===== config.mk =====
export PLATFORM = sky130hd
export DESIGN_NAME = lcd_reader
export DESIGN_NICKNAME = d
export VERILOG_FILES = /design/src/rtl/lcd_reader.sv
export SDC_FILE = /design/constraint.sdc
export NUM_CORES = 1
export LEC_CHECK = 0
export BUFFER_PORTS_ARGS = -buffer_cell sky130_fd_sc_hd__buf_2
export CORE_ASPECT_RATIO = 0.6
export CORE_MARGIN = 2
export CORE_UTILIZATION = 24
export DETAILED_ROUTE_END_ITERATION = 6
export SYNTH_ARGS = -nofsm -noshare
export SYNTH_HDL_FRONTEND = slang
export SYNTH_SLANG_ARGS = --single-unit

===== constraint.sdc =====
create_clock -name clk -period 2.5 [get_ports clk]
set_clock_uncertainty 0.2 [all_clocks]
set_input_delay 0.625 -clock clk [delete_from_list [all_inputs] [get_ports clk]]
set_output_delay 0.625 -clock clk [all_outputs]
set_load 0.01 [all_outputs]

===== src/rtl/lcd_reader.sv =====
// HD44780 read sequencer: strobes EN with programmable setup/high/hold timing,
// captures the bus on the last EN-high cycle and optionally polls the busy flag.
module lcd_reader #(
   parameter int unsigned SETUP_CYC = 3,
   parameter int unsigned EN_HI_CYC = 25,
   parameter int unsigned HOLD_CYC  = 3,
   parameter int unsigned EN_LO_CYC = 30,
   parameter int unsigned MAX_POLLS = 255
) (
   input  logic       clk,
   input  logic       rst,
   input  logic       rd_start,
   input  logic       rd_rs,
   input  logic       rd_poll,
   input  logic [7:0] LCD_DATA_IN,
   output logic       LCD_RW,
   output logic       LCD_RS,
   output logic       LCD_EN,
   output logic       busy,
   output logic       rd_done,
   output logic [7:0] rd_data,
   output logic       rd_timeout
);

   localparam int unsigned T_A   = (SETUP_CYC > EN_HI_CYC) ? SETUP_CYC : EN_HI_CYC;
   localparam int unsigned T_B   = (HOLD_CYC > EN_LO_CYC) ? HOLD_CYC : EN_LO_CYC;
   localparam int unsigned T_MAX = (T_A > T_B) ? T_A : T_B;
   localparam int unsigned CW    = $clog2(T_MAX + 1);

   localparam logic [CW-1:0] SETUP_LAST = CW'(SETUP_CYC - 1);
   localparam logic [CW-1:0] EN_LAST    = CW'(EN_HI_CYC - 1);
   localparam logic [CW-1:0] HOLD_LAST  = CW'(HOLD_CYC - 1);
   localparam logic [CW-1:0] RECOV_LAST = CW'(EN_LO_CYC - 1);
   localparam logic [7:0]    POLL_MAX   = 8'(MAX_POLLS);

   typedef enum logic [2:0] {IDLE, SETUP, EN_HI, HOLD, RECOV, DONE} state_t;

   state_t        state, state_n;
   logic [CW-1:0] cnt;
   logic          last;
   logic          rs_q, poll_q, rs_n, strobe_n;
   logic [7:0]    cap;
   logic [7:0]    poll_cnt;

   always_comb begin
      state_n = state;
      last    = 1'b0;
      case (state)
         IDLE:  if (rd_start) state_n = SETUP;
         SETUP: begin
            last = (cnt == SETUP_LAST);
            if (last) state_n = EN_HI;
         end
         EN_HI: begin
            last = (cnt == EN_LAST);
            if (last) state_n = HOLD;
         end
         HOLD: begin
            last = (cnt == HOLD_LAST);
            if (last)
               state_n = (poll_q && !rs_q && cap[7] && (poll_cnt < POLL_MAX)) ? RECOV : DONE;
         end
         RECOV: begin
            last = (cnt == RECOV_LAST);
            if (last) state_n = SETUP;
         end
         DONE:    state_n = IDLE;
         default: state_n = IDLE;
      endcase
   end

   // RS must be valid in the first SETUP cycle, before rs_q has been latched
   always_comb begin
      rs_n     = (state == IDLE) ? rd_rs : rs_q;
      strobe_n = (state_n == SETUP) || (state_n == EN_HI) || (state_n == HOLD) || (state_n == RECOV);
   end

   always_ff @(posedge clk or negedge rst) begin
      if (!rst) begin
         state <= IDLE;
         cnt   <= '0;
      end else begin
         state <= state_n;
         if (state_n != state)
            cnt <= '0;
         else if (state != IDLE)
            cnt <= cnt + CW'(1);
      end
   end

   // Panel and handshake outputs are registered from the next state so EN is a clean flop
   always_ff @(posedge clk or negedge rst) begin
      if (!rst) begin
         rs_q       <= 1'b0;
         poll_q     <= 1'b0;
         poll_cnt   <= '0;
         cap        <= '0;
         LCD_EN     <= 1'b0;
         LCD_RW     <= 1'b0;
         LCD_RS     <= 1'b0;
         busy       <= 1'b0;
         rd_done    <= 1'b0;
         rd_data    <= '0;
         rd_timeout <= 1'b0;
      end else begin
         if (state == IDLE && rd_start) begin
            rs_q     <= rd_rs;
            poll_q   <= rd_poll;
            poll_cnt <= '0;
         end
         if (state == EN_HI && last)
            cap <= LCD_DATA_IN;
         if (state == RECOV && last && poll_cnt != '1)
            poll_cnt <= poll_cnt + 8'd1;
         LCD_EN  <= (state_n == EN_HI);
         LCD_RW  <= strobe_n;
         LCD_RS  <= strobe_n & rs_n;
         busy    <= (state_n != IDLE);
         rd_done <= (state_n == DONE);
         if (state_n == DONE) begin
            rd_data    <= cap;
            rd_timeout <= poll_q & ~rs_q & cap[7];
         end
      end
   end

endmodule


==> results.rst, run 1 <==
.. list-table::
   :header-rows: 1

   * - Metric
     - Value
   * - Result of the run
     - finished clean
   * - Number of sinks on the clock net
     - 40
   * - Area of the die
     - 0.008850 mm2
   * - Core Area
     - 0.007851 mm2
   * - Pin count of the biggest net entering global routing
     - around 40
   * - Clock Pin Slew Worst Setup and Hold Paths
     - 60 ps
   * - Post-CTS Hold Buffers
     - 0
   * - Post-DP Area
     - about 0.0022 mm2
   * - Antenna diode instance count
     - 0
   * - Top_reg_cell synth
     - sky130_fd_sc_hd__dfrtp_1
   * - Initial antenna violation count
     - 0
   * - Die Width
     - 120.1 um
   * - Proportion of synthesized flip-flops having asynchronous set or reset
     - 1.000
   * - Layout fillers
     - roughly 810
   * - Register bit count reported by yosys
     - 40
   * - Total clock buffers created by CTS
     - 5
   * - Number of iterations in the first detailed-routing pass
     - 4
   * - Worst setup EP type
     - flip-flop
   * - Total global routing track utilization
     - 0.09863
   * - Count of boundary I/O pins
     - 27
   * - Number of buffer and inverter stages on the critical path
     - 1
   * - Number of nets in the final layout
     - 204
   * - R2r startpoint
     - cnt[0]
   * - H-tree depth
     - 2
   * - Fraction of layout instances using a drive strength above 1
     - 0.3656
   * - Post-route clock period utilization
     - 0.9091
   * - Post-detailed-routing wire length
     - 3879 um
   * - Clock insertion delay at the later pin of the skew report
     - 280 ps
   * - Yosys warnings
     - 0
   * - Clock tree from TritonCTS
     - built
   * - Detailed Route Iter0 Violations
     - 95
   * - Post-synth design cell area
     - approximately 0.0019 mm2
   * - Leak Pwr
     - 1.054 nW
   * - Data required, critical path
     - between 2000 and 2500 ps
   * - Number of standard cells in the layout, taps in and fillers out
     - 294
   * - Total number of placement rows
     - 25
   * - # resized after CTS
     - 0
   * - Number of violations of the max-capacitance limit
     - 0
   * - Post-synth net total
     - 174
   * - Detailed-route wire length per cell
     - approximately 13 um
   * - Share of the synthesized area in the top cell type
     - 0.5155
   * - Number of I/O port buffers
     - 26
   * - Class of the most critical setup path
     - reg2reg
   * - Data arrival time of the worst path
     - roughly 2200 ps
   * - Clock buffer depth
     - 2
   * - Gate Count Post-Synth
     - 156
   * - Buffers inserted during post-CTS setup optimization
     - 0
   * - Category of cells accounting for the largest share of critical-path delay
     - simple AND/OR/NAND/NOR gates
   * - Crit path cell chain
     - inv_1 > ha_1 > nor4b_4 > nand3_1 > a21oi_4 > mux2_2
   * - P&R area growth vs syn
     - 19.91%
   * - Worst-case register-to-register setup slack
     - 230 ps
   * - Number of failing setup endpoints in the final timing report
     - 0
   * - Main area contributors after synthesis
     - sky130_fd_sc_hd__dfrtp_1 (52%), sky130_fd_sc_hd__mux2_2 (11%), sky130_fd_sc_hd__ha_1 (3.2%), sky130_fd_sc_hd__xor2_1 (2.3%), sky130_fd_sc_hd__nand2_1 (1.9%)
   * - Detailed-route vias per instance
     - 4.401
   * - Worst-case vdd ir drop
     - between 0.0002 and 0.0003 V
   * - FF+latch area
     - approximately 0.001 mm2
   * - Syn_area_per_cell
     - around 12 um2
   * - Area of combinational cells with multiple inputs
     - 874.6 um2
   * - Worst relative slew slack
     - 0.6601
   * - Initial core utilization
     - 0.2473
   * - Number of flops mapped to enable cells by yosys
     - 0
   * - Final count of hold timing violations
     - 0
   * - Placed Cells
     - 287
   * - Layout Cell Area excl Fill
     - 0.002328 mm2
   * - RSZ-0062 raised after global routing
     - false
   * - Proportion of synthesized chip area in sequential cells
     - 0.5155
   * - Number of nets with antenna violations after routing
     - 0
   * - Synth unique cells
     - between 40 and 50
   * - Largest fanout on the critical path
     - 14
   * - Slowest stage cell on the critical path
     - sky130_fd_sc_hd__dfrtp_1
   * - Die Y
     - around 74 um
   * - Critical register-to-register path endpoint
     - rd_data[0]
   * - Slew @ Worst Pin
     - 509.9 ps
   * - Maximum operating frequency
     - 0.4400 GHz
   * - Overall via count from detail_route
     - 1294
   * - Setup TNS
     - 0 ps
   * - Final weighted congestion in routability-driven placement
     - 0.7688
   * - Buffer cell driving the clock tree root
     - sky130_fd_sc_hd__clkbuf_16
   * - Worst R2R Path Depth
     - 6
   * - Power Dens Cells
     - ~990 mW/mm2
   * - Overflow left after global routing
     - 0
   * - Final-report max-slew violation count
     - 0
   * - Worst Hold Class
     - in2async
   * - Clock period minus worst slack
     - 2273 ps
   * - Global-route wire length before repair
     - 6472 um
   * - Crit path largest cell delay
     - roughly 410 ps
   * - Post-detailed-placement half-perimeter wirelength
     - 2840 um
   * - Via count of the first global-routing pass
     - 1281
   * - DRC Markers
     - 0
   * - Cell type with the largest total area after synthesis
     - sky130_fd_sc_hd__dfrtp_1
   * - CP startpoint kind
     - flip-flop
==> worst max path at each step <==
stage          slack (ps)  cells after the start    from    endpoint
6_report              230                      6  cnt[0]  rd_data[0]
5_1_grt                20                      6  cnt[0]  rd_data[0]
4_1_cts               200                      6  cnt[0]  rd_data[0]
3_5_place_dp          210                      6  cnt[0]  rd_data[7]
3_3_place_gp          310                      6  cnt[0]  rd_data[2]
2_1_floorplan         460                      7  cnt[0]  rd_data[4]
==> state kept, by name (all words and copies together), names as in the netlist <==
| register | cells |
|---|---|
| LCD_EN | 1 |
| state | 3 |
| rd_done | 1 |
| LCD_RW | 1 |
| poll_cnt | 8 |
| LCD_RS | 1 |
| cnt | 5 |
| rd_timeout | 1 |
| rs_q | 1 |
| poll_q | 1 |
| rd_data | 8 |
| busy | 1 |
| cap | 8 |
==> per-layer routing <==
metal,track usage,part of all wire
met1,0.1482,0.55
met2,0.1168,0.37
met3,0.04270,0.054
met4,0.04314,0.018
met5,0,0
==> layout by cell type (no fill, tap or decap), drive strengths merged <==
master   count
a2111oi      1
or3b         1
o31ai        1
mux2        19
and3         7
inv          3
clkinv       1
nor4bb       1
nand2b       5
buf         30
a21o         2
o21ai        3
or3          1
nor3         7
and4         2
ha           5
a211oi       1
nand2       10
nor2         7
dfrtp       40
nand4bb      1
o32ai        1
a21oi        5
xnor2        1
mux2i        1
clkbuf       6
a211o        5
or4b         1
nor2b        1
nor3b        1
nand4        3
nor4b        2
nand3        6
xor2         5
==> synth_stat cells (2+ instances only) <==
| library cell | n |
|---|---|
| sky130_fd_sc_hd__inv_1 | 3 |
| sky130_fd_sc_hd__nand2b_1 | 5 |
| sky130_fd_sc_hd__and3_1 | 4 |
| sky130_fd_sc_hd__buf_2 | 2 |
| sky130_fd_sc_hd__buf_6 | 3 |
| sky130_fd_sc_hd__and3_2 | 3 |
| sky130_fd_sc_hd__nor3_1 | 6 |
| sky130_fd_sc_hd__o21ai_0 | 2 |
| sky130_fd_sc_hd__mux2_2 | 19 |
| sky130_fd_sc_hd__and4_1 | 2 |
| sky130_fd_sc_hd__nand2_1 | 10 |
| sky130_fd_sc_hd__a211o_1 | 4 |
| sky130_fd_sc_hd__dfrtp_1 | 40 |
| sky130_fd_sc_hd__xor2_1 | 5 |
| sky130_fd_sc_hd__ha_1 | 5 |
| sky130_fd_sc_hd__nand4_1 | 2 |
| sky130_fd_sc_hd__nor2_1 | 7 |
| sky130_fd_sc_hd__nand3_1 | 6 |
| sky130_fd_sc_hd__a21oi_1 | 3 |
==> power by group <==
| group | switching, W | leakage, nW | internal [W] |
|---|---|---|---|
| combinational | 0.000365 | 0.487 | 0.000344 |
| sequential | 0.000162 | 0.501 | 0.000831 |
| clock | 0.000239 | 0.0667 | 0.000362 |
==> per-stage QoR <==
step	hold WS [ps]	setup slack, ps	util	total power, W
after floorplan	129.4	462.1	-	0.001487
after global placement	286.3	311.9	0.2795	0.001707
after detailed placement	294.1	210.5	0.2795	0.001721
after CTS	215.2	201.3	0.2966	0.002336
after global routing	238.9	20.51	0.2966	0.002478
final	196.4	227.3	0.2966	0.002303
==> logic make-up after synthesis <==
group,Yosys count,share of synthesized area
AOI/OAI and AO/OA,19,0.09214
xor gates and xnor gates,6,0.02706
adders and majority gates,5,0.03222
buffers and inverters,10,0.03415
DFF,40,0.5155
muxes,20,0.1153
and+or+nand+nor,56,0.1836
==> layout make-up <==
cell class | count | share of cell area
inverters | 3 | 0.004836
multi-input cells | 106 | 0.3756
clock buffers | 6 | 0.05535
well taps | 108 | 0.05803
repair buffers | 30 | 0.07415
clock inverters | 1 | 0.002149
flip-flops and latches | 40 | 0.4299
Note: power is estimated with default switching activity, not from simulation.
==> run 2: changes to the inputs <==
--- a/config.mk
+++ b/config.mk
@@ -9,7 +9,9 @@
 export CORE_ASPECT_RATIO = 0.6
 export CORE_MARGIN = 2
 export CORE_UTILIZATION = 24
+export CTS_CLUSTER_SIZE = 30
 export DETAILED_ROUTE_END_ITERATION = 6
+export REMOVE_ABC_BUFFERS = 1
 export SYNTH_ARGS = -nofsm -noshare
 export SYNTH_HDL_FRONTEND = slang
 export SYNTH_SLANG_ARGS = --single-unit
==> run 2 against run 1 <==
Setup slack got worse by 33 ps. Sequential share of layout area increased by 0.14 points. Hold slack improved by 4.7 ps. Clock-buffer cell count increased by 2. Cell count unchanged. Critical path depth unchanged. Clock power increased by 7.3%. Critical path type unchanged. Critical endpoint is now rd_timeout. Largest cell class unchanged. Largest power group unchanged. Highest routed layer unchanged.
==> results.rst, run 2 (synthesized netlist as in run 1, its figures left out) <==
.. list-table::
   :header-rows: 1

   * - Metric
     - Value
   * - Worst relative slew slack
     - 0.6265 (-0.03356)
   * - Leak Pwr
     - 1.050 nW (-0.35%)
   * - Post-detailed-routing wire length
     - 3985 um (+2.7%)
   * - Clock Pin Slew Worst Setup and Hold Paths
     - 60 ps (about the same)
   * - Post-route clock period utilization
     - 0.9223 (+0.01315)
   * - Number of nets in the final layout
     - 203 (-0.49%)
   * - Detailed-route wire length per cell
     - 13.55 um (+2.7%)
   * - Metal2 WL
     - 1673 um (+15%)
   * - Power Dens Cells
     - 1015 mW/mm2 (+2.6%)
   * - Number of violations of the max-capacitance limit
     - 0 (unchanged)
   * - Total number of placement rows
     - 25 (unchanged)
   * - Antenna diode instance count
     - 0 (unchanged)
   * - Fraction of layout instances using a drive strength above 1
     - 0.3602 (-0.005376)
   * - Initial core utilization
     - 0.2473 (unchanged)
   * - Overall via count from detail_route
     - 1309 (+1.2%)
   * - Initial antenna violation count
     - 0 (unchanged)
   * - Top layer used by detailed routing
     - met4
   * - Most frequent standard cell in the layout excluding fill and tap cells
     - sky130_fd_sc_hd__dfrtp_1
   * - Maximum operating frequency
     - 0.4337 GHz (-1.4%)
   * - Final count of hold timing violations
     - 0 (unchanged)
   * - Number of nets with antenna violations after routing
     - 0 (unchanged)
   * - Post-detailed-placement half-perimeter wirelength
     - 2834 um (-0.24%)
   * - Layout Cell Area excl Fill
     - 0.002321 mm2 (-0.32%)
   * - Global-route wire length before repair
     - 6637 um (+2.5%)
   * - Number of failing setup endpoints in the final timing report
     - 0 (unchanged)
   * - Detailed-route vias per instance
     - 4.452 (+1.2%)
   * - Core Area
     - 0.007851 mm2 (unchanged)
   * - Post-CTS Hold Buffers
     - 0 (unchanged)
   * - Die Y
     - 73.68 um (unchanged)
   * - Overflow left after global routing
     - 0 (unchanged)
   * - Total clock buffers created by CTS
     - 5 (unchanged)
   * - Layout fillers
     - 819 (+0.61%)
   * - Data arrival time of the worst path
     - 2270 ps (+30 ps)
   * - Clock period minus worst slack
     - 2306 ps (+32.88 ps)
   * - Most used cells in the layout excluding fill and tap cells
     - sky130_fd_sc_hd__dfrtp_1 (40), sky130_fd_sc_hd__buf_2 (26), sky130_fd_sc_hd__mux2_2 (19)
   * - DRC Markers
     - 0 (unchanged)
   * - Worst setup EP type
     - flip-flop
   * - Number of sinks on the clock net
     - 40 (unchanged)
   * - Met3 wire length
     - 209 um (-0.48%)
   * - P&R area growth vs syn
     - 19.52%
   * - Buffer cell driving the clock tree root
     - sky130_fd_sc_hd__clkbuf_16
   * - Area of the die
     - 0.008850 mm2 (unchanged)
   * - Data required, critical path
     - 2460 ps (about the same)
   * - Worst-case vdd ir drop
     - 0.0003097 V (+19%)
   * - Clock tree from TritonCTS
     - built
   * - Buffers inserted during post-CTS setup optimization
     - 0 (unchanged)
   * - Number of iterations in the first detailed-routing pass
     - 4 (unchanged)
   * - Count of boundary I/O pins
     - 27 (unchanged)
   * - Setup TNS
     - 0 ps (unchanged)
   * - Final weighted congestion in routability-driven placement
     - 0.7586 (-1.3%)
   * - Registers with the most flip-flops
     - cap x8, poll_cnt x8, rd_data x8
   * - CP startpoint kind
     - flip-flop
   * - Result of the run
     - finished clean
   * - Pin count of the biggest net entering global routing
     - 41 (unchanged)
   * - Class of the most critical setup path
     - reg2reg
   * - # resized after CTS
     - 0 (unchanged)
   * - Die Width
     - 120.1 um (unchanged)
   * - Via count of the first global-routing pass
     - 1306 (+2.0%)
   * - RSZ-0062 raised after global routing
     - false
   * - Post-DP Area
     - 0.002175 mm2 (-0.91%)
   * - Total global routing track utilization
     - 0.09861 (about the same)
   * - Worst Hold Class
     - in2async
   * - Clock buffer depth
     - 2 (unchanged)
   * - Detailed Route Iter0 Violations
     - 111 (+17%)
   * - Final-report max-slew violation count
     - 0 (unchanged)
   * - Clock insertion delay at the later pin of the skew report
     - 280 ps (about the same)
   * - H-tree depth
     - 2 (unchanged)
   * - Largest fanout on the critical path
     - 14 (unchanged)
   * - Slew @ Worst Pin
     - 560.2 ps (+50.34 ps)
   * - Wire length on met1
     - 2045 um (-4.8%)
   * - Number of I/O port buffers
     - 26 (unchanged)
## run 2: changes by cell type in the layout (fill, tap and decap cells not counted), sizes merged
cell	change
clkbuf	+2
clkinv	-1
buf	-1
## run 2: layout make-up
cell class,instances,area [um2],share of cell area
inverter,3,11.26,0.004852
multi-input combinational,106,874.6,0.3768
tap,108,135.1,0.05822
sequential,40,1001,0.4313
timing repair buffer,29,152.6,0.06577
clock buffer,8,146.4,0.06307
## run 2: critical path, stage by stage (launching register included)
cell and delay (ps):
sky130_fd_sc_hd__dfrtp_1 410, sky130_fd_sc_hd__inv_1 130, sky130_fd_sc_hd__ha_1 160, sky130_fd_sc_hd__nor4b_4 280, sky130_fd_sc_hd__nand3_1 200, sky130_fd_sc_hd__a21oi_4 410
sky130_fd_sc_hd__mux2_2 390
## run 2: worst paths after layout
check	to	cells after the start	slack, ps	start
hold / removal	poll_cnt[2]	2	200	rst
max in group asynchronous	LCD_EN	2	1550	rst
setup reg to reg	rd_timeout	6	190	cnt[0]
setup / recovery	rd_timeout	6	190	cnt[0]
min in group clk	cap[5]	1	300	cap[5]
hold reg to reg	cap[5]	1	300	cap[5]
## run 2: metal layers
layer,vias up,GRT usage
met5,-,0
met4,0,0.03529
met3,8,0.03416
met2,27,0.1370
met1,656,0.1409
li1,618,-
## run 2: power by group
part           switching, W  internal (W)  total [W]
Clock              0.000247      0.000398   0.000645
Sequential         0.000166      0.000831   0.000996
Combinational      0.000370      0.000345   0.000715
## run 2: through the flow
step	setup slack [ps]	hold WS (ps)	power, W	cells	utilization
2_1_floorplan	463.3	129.4	0.001447	149	-
3_3_place_gp	292.6	286.8	0.001702	286	0.2770
3_5_place_dp	214.6	291.8	0.001725	286	0.2770
4_1_cts	190.3	225.2	0.002389	294	0.2956
5_1_grt	55.52	259.7	0.002515	294	0.2956
6_report	194.4	201.1	0.002356	294	0.2956
==> run 3: changes to the inputs <==
--- a/config.mk
+++ b/config.mk
@@ -8,7 +8,7 @@
 export BUFFER_PORTS_ARGS = -buffer_cell sky130_fd_sc_hd__buf_2
 export CORE_ASPECT_RATIO = 0.6
 export CORE_MARGIN = 2
-export CORE_UTILIZATION = 24
+export CORE_UTILIZATION = 41
 export CTS_CLUSTER_SIZE = 30
 export DETAILED_ROUTE_END_ITERATION = 6
 export REMOVE_ABC_BUFFERS = 1
==> constraint.sdc (replaced) <==
create_clock -name clk -period 2.8 [get_ports clk]
set_clock_uncertainty 0.2 [all_clocks]
set_input_delay 0.7 -clock clk [delete_from_list [all_inputs] [get_ports clk]]
set_output_delay 0.7 -clock clk [all_outputs]
set_load 0.01 [all_outputs]
==> run 3 against run 2 <==
Sequential power is 11% lower. Critical path depth stayed put. Sequential share of layout area is 2.1 points higher. Clock-buffer cell count is 3 lower. Non-clock buffer count is 2 lower. Via count is 2.1% lower. Hold slack better by 110 ps. Largest cell class unchanged. Largest power group unchanged.
==> results.rst, run 3 (synthesized netlist as in run 1, its figures left out) <==
.. list-table::
   :header-rows: 1

   * - Metric
     - Value
   * - Result of the run
     - finished clean
   * - Detailed-route wire length per cell
     - 14.50 um (+7.0%)
   * - RSZ-0062 raised after global routing
     - false
   * - Worst relative slew slack
     - 0.4062 (-0.2203)
   * - H-tree depth
     - 2 (unchanged)
   * - Antenna diode instance count
     - 0 (unchanged)
   * - DRC Markers
     - 0 (unchanged)
   * - Overflow left after global routing
     - 0 (unchanged)
   * - Overall via count from detail_route
     - 1282 (-2.1%)
   * - Crit path cell chain
     - inv_1 > ha_1 > nor4b_4 > nand3_1 > a21oi_4 > mux2_2
   * - Number of standard cells in the layout, taps in and fillers out
     - 247 (-16%)
   * - Worst Hold Class
     - reg2reg
   * - Most used cells in the layout excluding fill and tap cells
     - sky130_fd_sc_hd__dfrtp_1 (40), sky130_fd_sc_hd__buf_2 (26), sky130_fd_sc_hd__mux2_2 (19)
   * - Layout fillers
     - 398 (-51%)
   * - Maximum operating frequency
     - 0.4320 GHz (-0.39%)
   * - # resized after CTS
     - 0 (unchanged)
   * - Class of the most critical setup path
     - reg2reg
   * - Post-detailed-placement half-perimeter wirelength
     - 2593 um (-8.5%)
   * - Fraction of layout instances using a drive strength above 1
     - 0.3641 (+0.003915)
   * - Setup TNS
     - 0 ps (unchanged)
   * - Global-route wire length before repair
     - 6058 um (-8.7%)
   * - Registers with the most flip-flops
     - cap x8, poll_cnt x8, rd_data x8
   * - Final-report max-slew violation count
     - 0 (unchanged)
   * - Met3 wire length
     - 142 um (-32%)
   * - Number of failing setup endpoints in the final timing report
     - 0 (unchanged)
   * - Post-route clock period utilization
     - 0.8266 (-0.09561)
   * - Metal2 WL
     - 1549 um (-7.4%)
   * - Detailed Route Iter0 Violations
     - 100 (-9.9%)
   * - Number of iterations in the first detailed-routing pass
     - 5 (+1)
   * - Clock insertion delay at the later pin of the skew report
     - 300 ps (+20 ps)
   * - Clock tree from TritonCTS
     - built
   * - Clock Pin Slew Worst Setup and Hold Paths
     - 80 ps (+20 ps)
   * - Largest fanout on the critical path
     - 14 (unchanged)
   * - Via count of the first global-routing pass
     - 1262 (-3.4%)
   * - Number of nets with antenna violations after routing
     - 0 (unchanged)
   * - Die Width
     - 92.85 um (-23%)
   * - Count of boundary I/O pins
     - 27 (unchanged)
   * - Buffer cell driving the clock tree root
     - sky130_fd_sc_hd__clkbuf_8
   * - Detailed-route vias per instance
     - 5.190 (+17%)
   * - Number of I/O port buffers
     - 26 (unchanged)
   * - Number of sinks on the clock net
     - 40 (unchanged)
   * - Final weighted congestion in routability-driven placement
     - 0.7565 (-0.28%)
   * - Worst-case vdd ir drop
     - 0.0005092 V (+64%)
   * - Slew @ Worst Pin
     - 890.7 ps (+330.5 ps)
   * - Initial core utilization
     - 0.4254 (+0.1781)
   * - Total number of placement rows
     - 19 (-24%)
   * - Data required, critical path
     - 2780 ps (+320 ps)
   * - Worst setup EP type
     - flip-flop
   * - Slowest stage cell on the critical path
     - sky130_fd_sc_hd__dfrtp_1
   * - Top layer used by detailed routing
     - met4
   * - Core Area
     - 0.004564 mm2 (-42%)
   * - Leak Pwr
     - 1.024 nW (-2.5%)
   * - Area of the die
     - 0.005321 mm2 (-40%)
   * - Wire length on met1
     - 1855 um (-9.3%)
   * - Total global routing track utilization
     - 0.1484 (+0.04980)
   * - Post-CTS Hold Buffers
     - 0 (unchanged)
   * - Crit path largest cell delay
     - 420 ps (about the same)
   * - Buffers inserted during post-CTS setup optimization
     - 0 (unchanged)
   * - Total clock buffers created by CTS
     - 5 (unchanged)
   * - P&R area growth vs syn
     - 14.05%
   * - Number of nets in the final layout
     - 201 (-0.99%)
   * - Initial antenna violation count
     - 0 (unchanged)
   * - Number of violations of the max-capacitance limit
     - 0 (unchanged)
   * - Clock period minus worst slack
     - 2315 ps (+8.981 ps)
   * - Die Y
     - 57.31 um (-22%)
   * - Category of cells accounting for the largest share of critical-path delay
     - simple AND/OR/NAND/NOR gates
   * - Pin count of the biggest net entering global routing
     - 41 (unchanged)
   * - Final count of hold timing violations
     - 0 (unchanged)
   * - Number of buffer and inverter stages on the critical path
     - 1 (unchanged)
   * - Data arrival time of the worst path
     - 2290 ps (+20 ps)
   * - Power Dens Cells
     - 893.0 mW/mm2 (-12%)
   * - Clock buffer depth
     - 2 (unchanged)
   * - Post-detailed-routing wire length
     - 3581 um (-10%)
   * - CP startpoint kind
     - flip-flop
   * - Placed Cells
     - 239 (-16%)
   * - Most frequent standard cell in the layout excluding fill and tap cells
     - sky130_fd_sc_hd__dfrtp_1
run 3: cell types whose count changed in the layout (fill, tap and decap cells not counted):
cell,change
sky130_fd_sc_hd__clkbuf_1,-2
sky130_fd_sc_hd__clkbuf_16,-5
sky130_fd_sc_hd__clkinv_2,+1
sky130_fd_sc_hd__clkinvlp_4,+1
sky130_fd_sc_hd__buf_4,-2
sky130_fd_sc_hd__bufinv_16,+1
sky130_fd_sc_hd__clkbuf_8,+4
run 3: path summary, 6_finish.rpt:
check	slack (ps)	cells after the start	endpoint	startpoint
worst max-delay path	490	6	rd_data[2]	cnt[0]
worst min-delay path	310	1	rd_data[0]	rd_data[0]
worst max register to register	490	6	rd_data[2]	cnt[0]
worst min register to register	310	1	rd_data[0]	rd_data[0]
max in group asynchronous	1510	1	cnt[2]	rst
min in group asynchronous	320	1	cnt[1]	rst
run 3: final cells by class:
class	instances	area, um2	area share
clock buffers	5	68.82	0.03107
clock inverters	3	42.54	0.01921
multi-input cells	106	874.6	0.3949
inverters	3	11.26	0.005085
well taps	63	78.83	0.03559
repair buffers	27	137.6	0.06215
flip-flops and latches	40	1001	0.4520
run 3: metal layers:
layer / track usage / vias to the layer above
met5: 0 / -
met4: 0.03782 / 0
met3: 0.04359 / 4
met2: 0.2195 / 29
met1: 0.2162 / 632
li1: - / 617
run 3: stage by stage:
stage / hold slack, ps / total power, W / setup WS [ps] / util / cell area, um2
floorplan: 204.4 / 0.001292 / 763.3 / - / 1887
global placement: 282.9 / 0.001499 / 517.5 / 0.4608 / 2103
detailed placement: 293.3 / 0.001522 / 483.3 / 0.4608 / 2103
CTS: 311.7 / 0.002003 / 458.7 / 0.4852 / 2215
global route: 329.5 / 0.002121 / 325.4 / 0.4852 / 2215
finish: 307.9 / 0.001978 / 485.4 / 0.4852 / 2215
run 3: worst reg2reg max path, cell delays in order (launching register included):
cell and delay (ps):
sky130_fd_sc_hd__dfrtp_1 420, sky130_fd_sc_hd__inv_1 140, sky130_fd_sc_hd__ha_1 170, sky130_fd_sc_hd__nor4b_4 290
sky130_fd_sc_hd__nand3_1 200, sky130_fd_sc_hd__a21oi_4 390, sky130_fd_sc_hd__mux2_2 390
run 3: power by group:
| part | switching (W) | internal [W] |
|---|---|---|
| clock network | 0.000207 | 0.000264 |
| registers | 0.000142 | 0.000740 |
| logic | 0.000323 | 0.000302 |
| total | 0.000672 | 0.00131 |
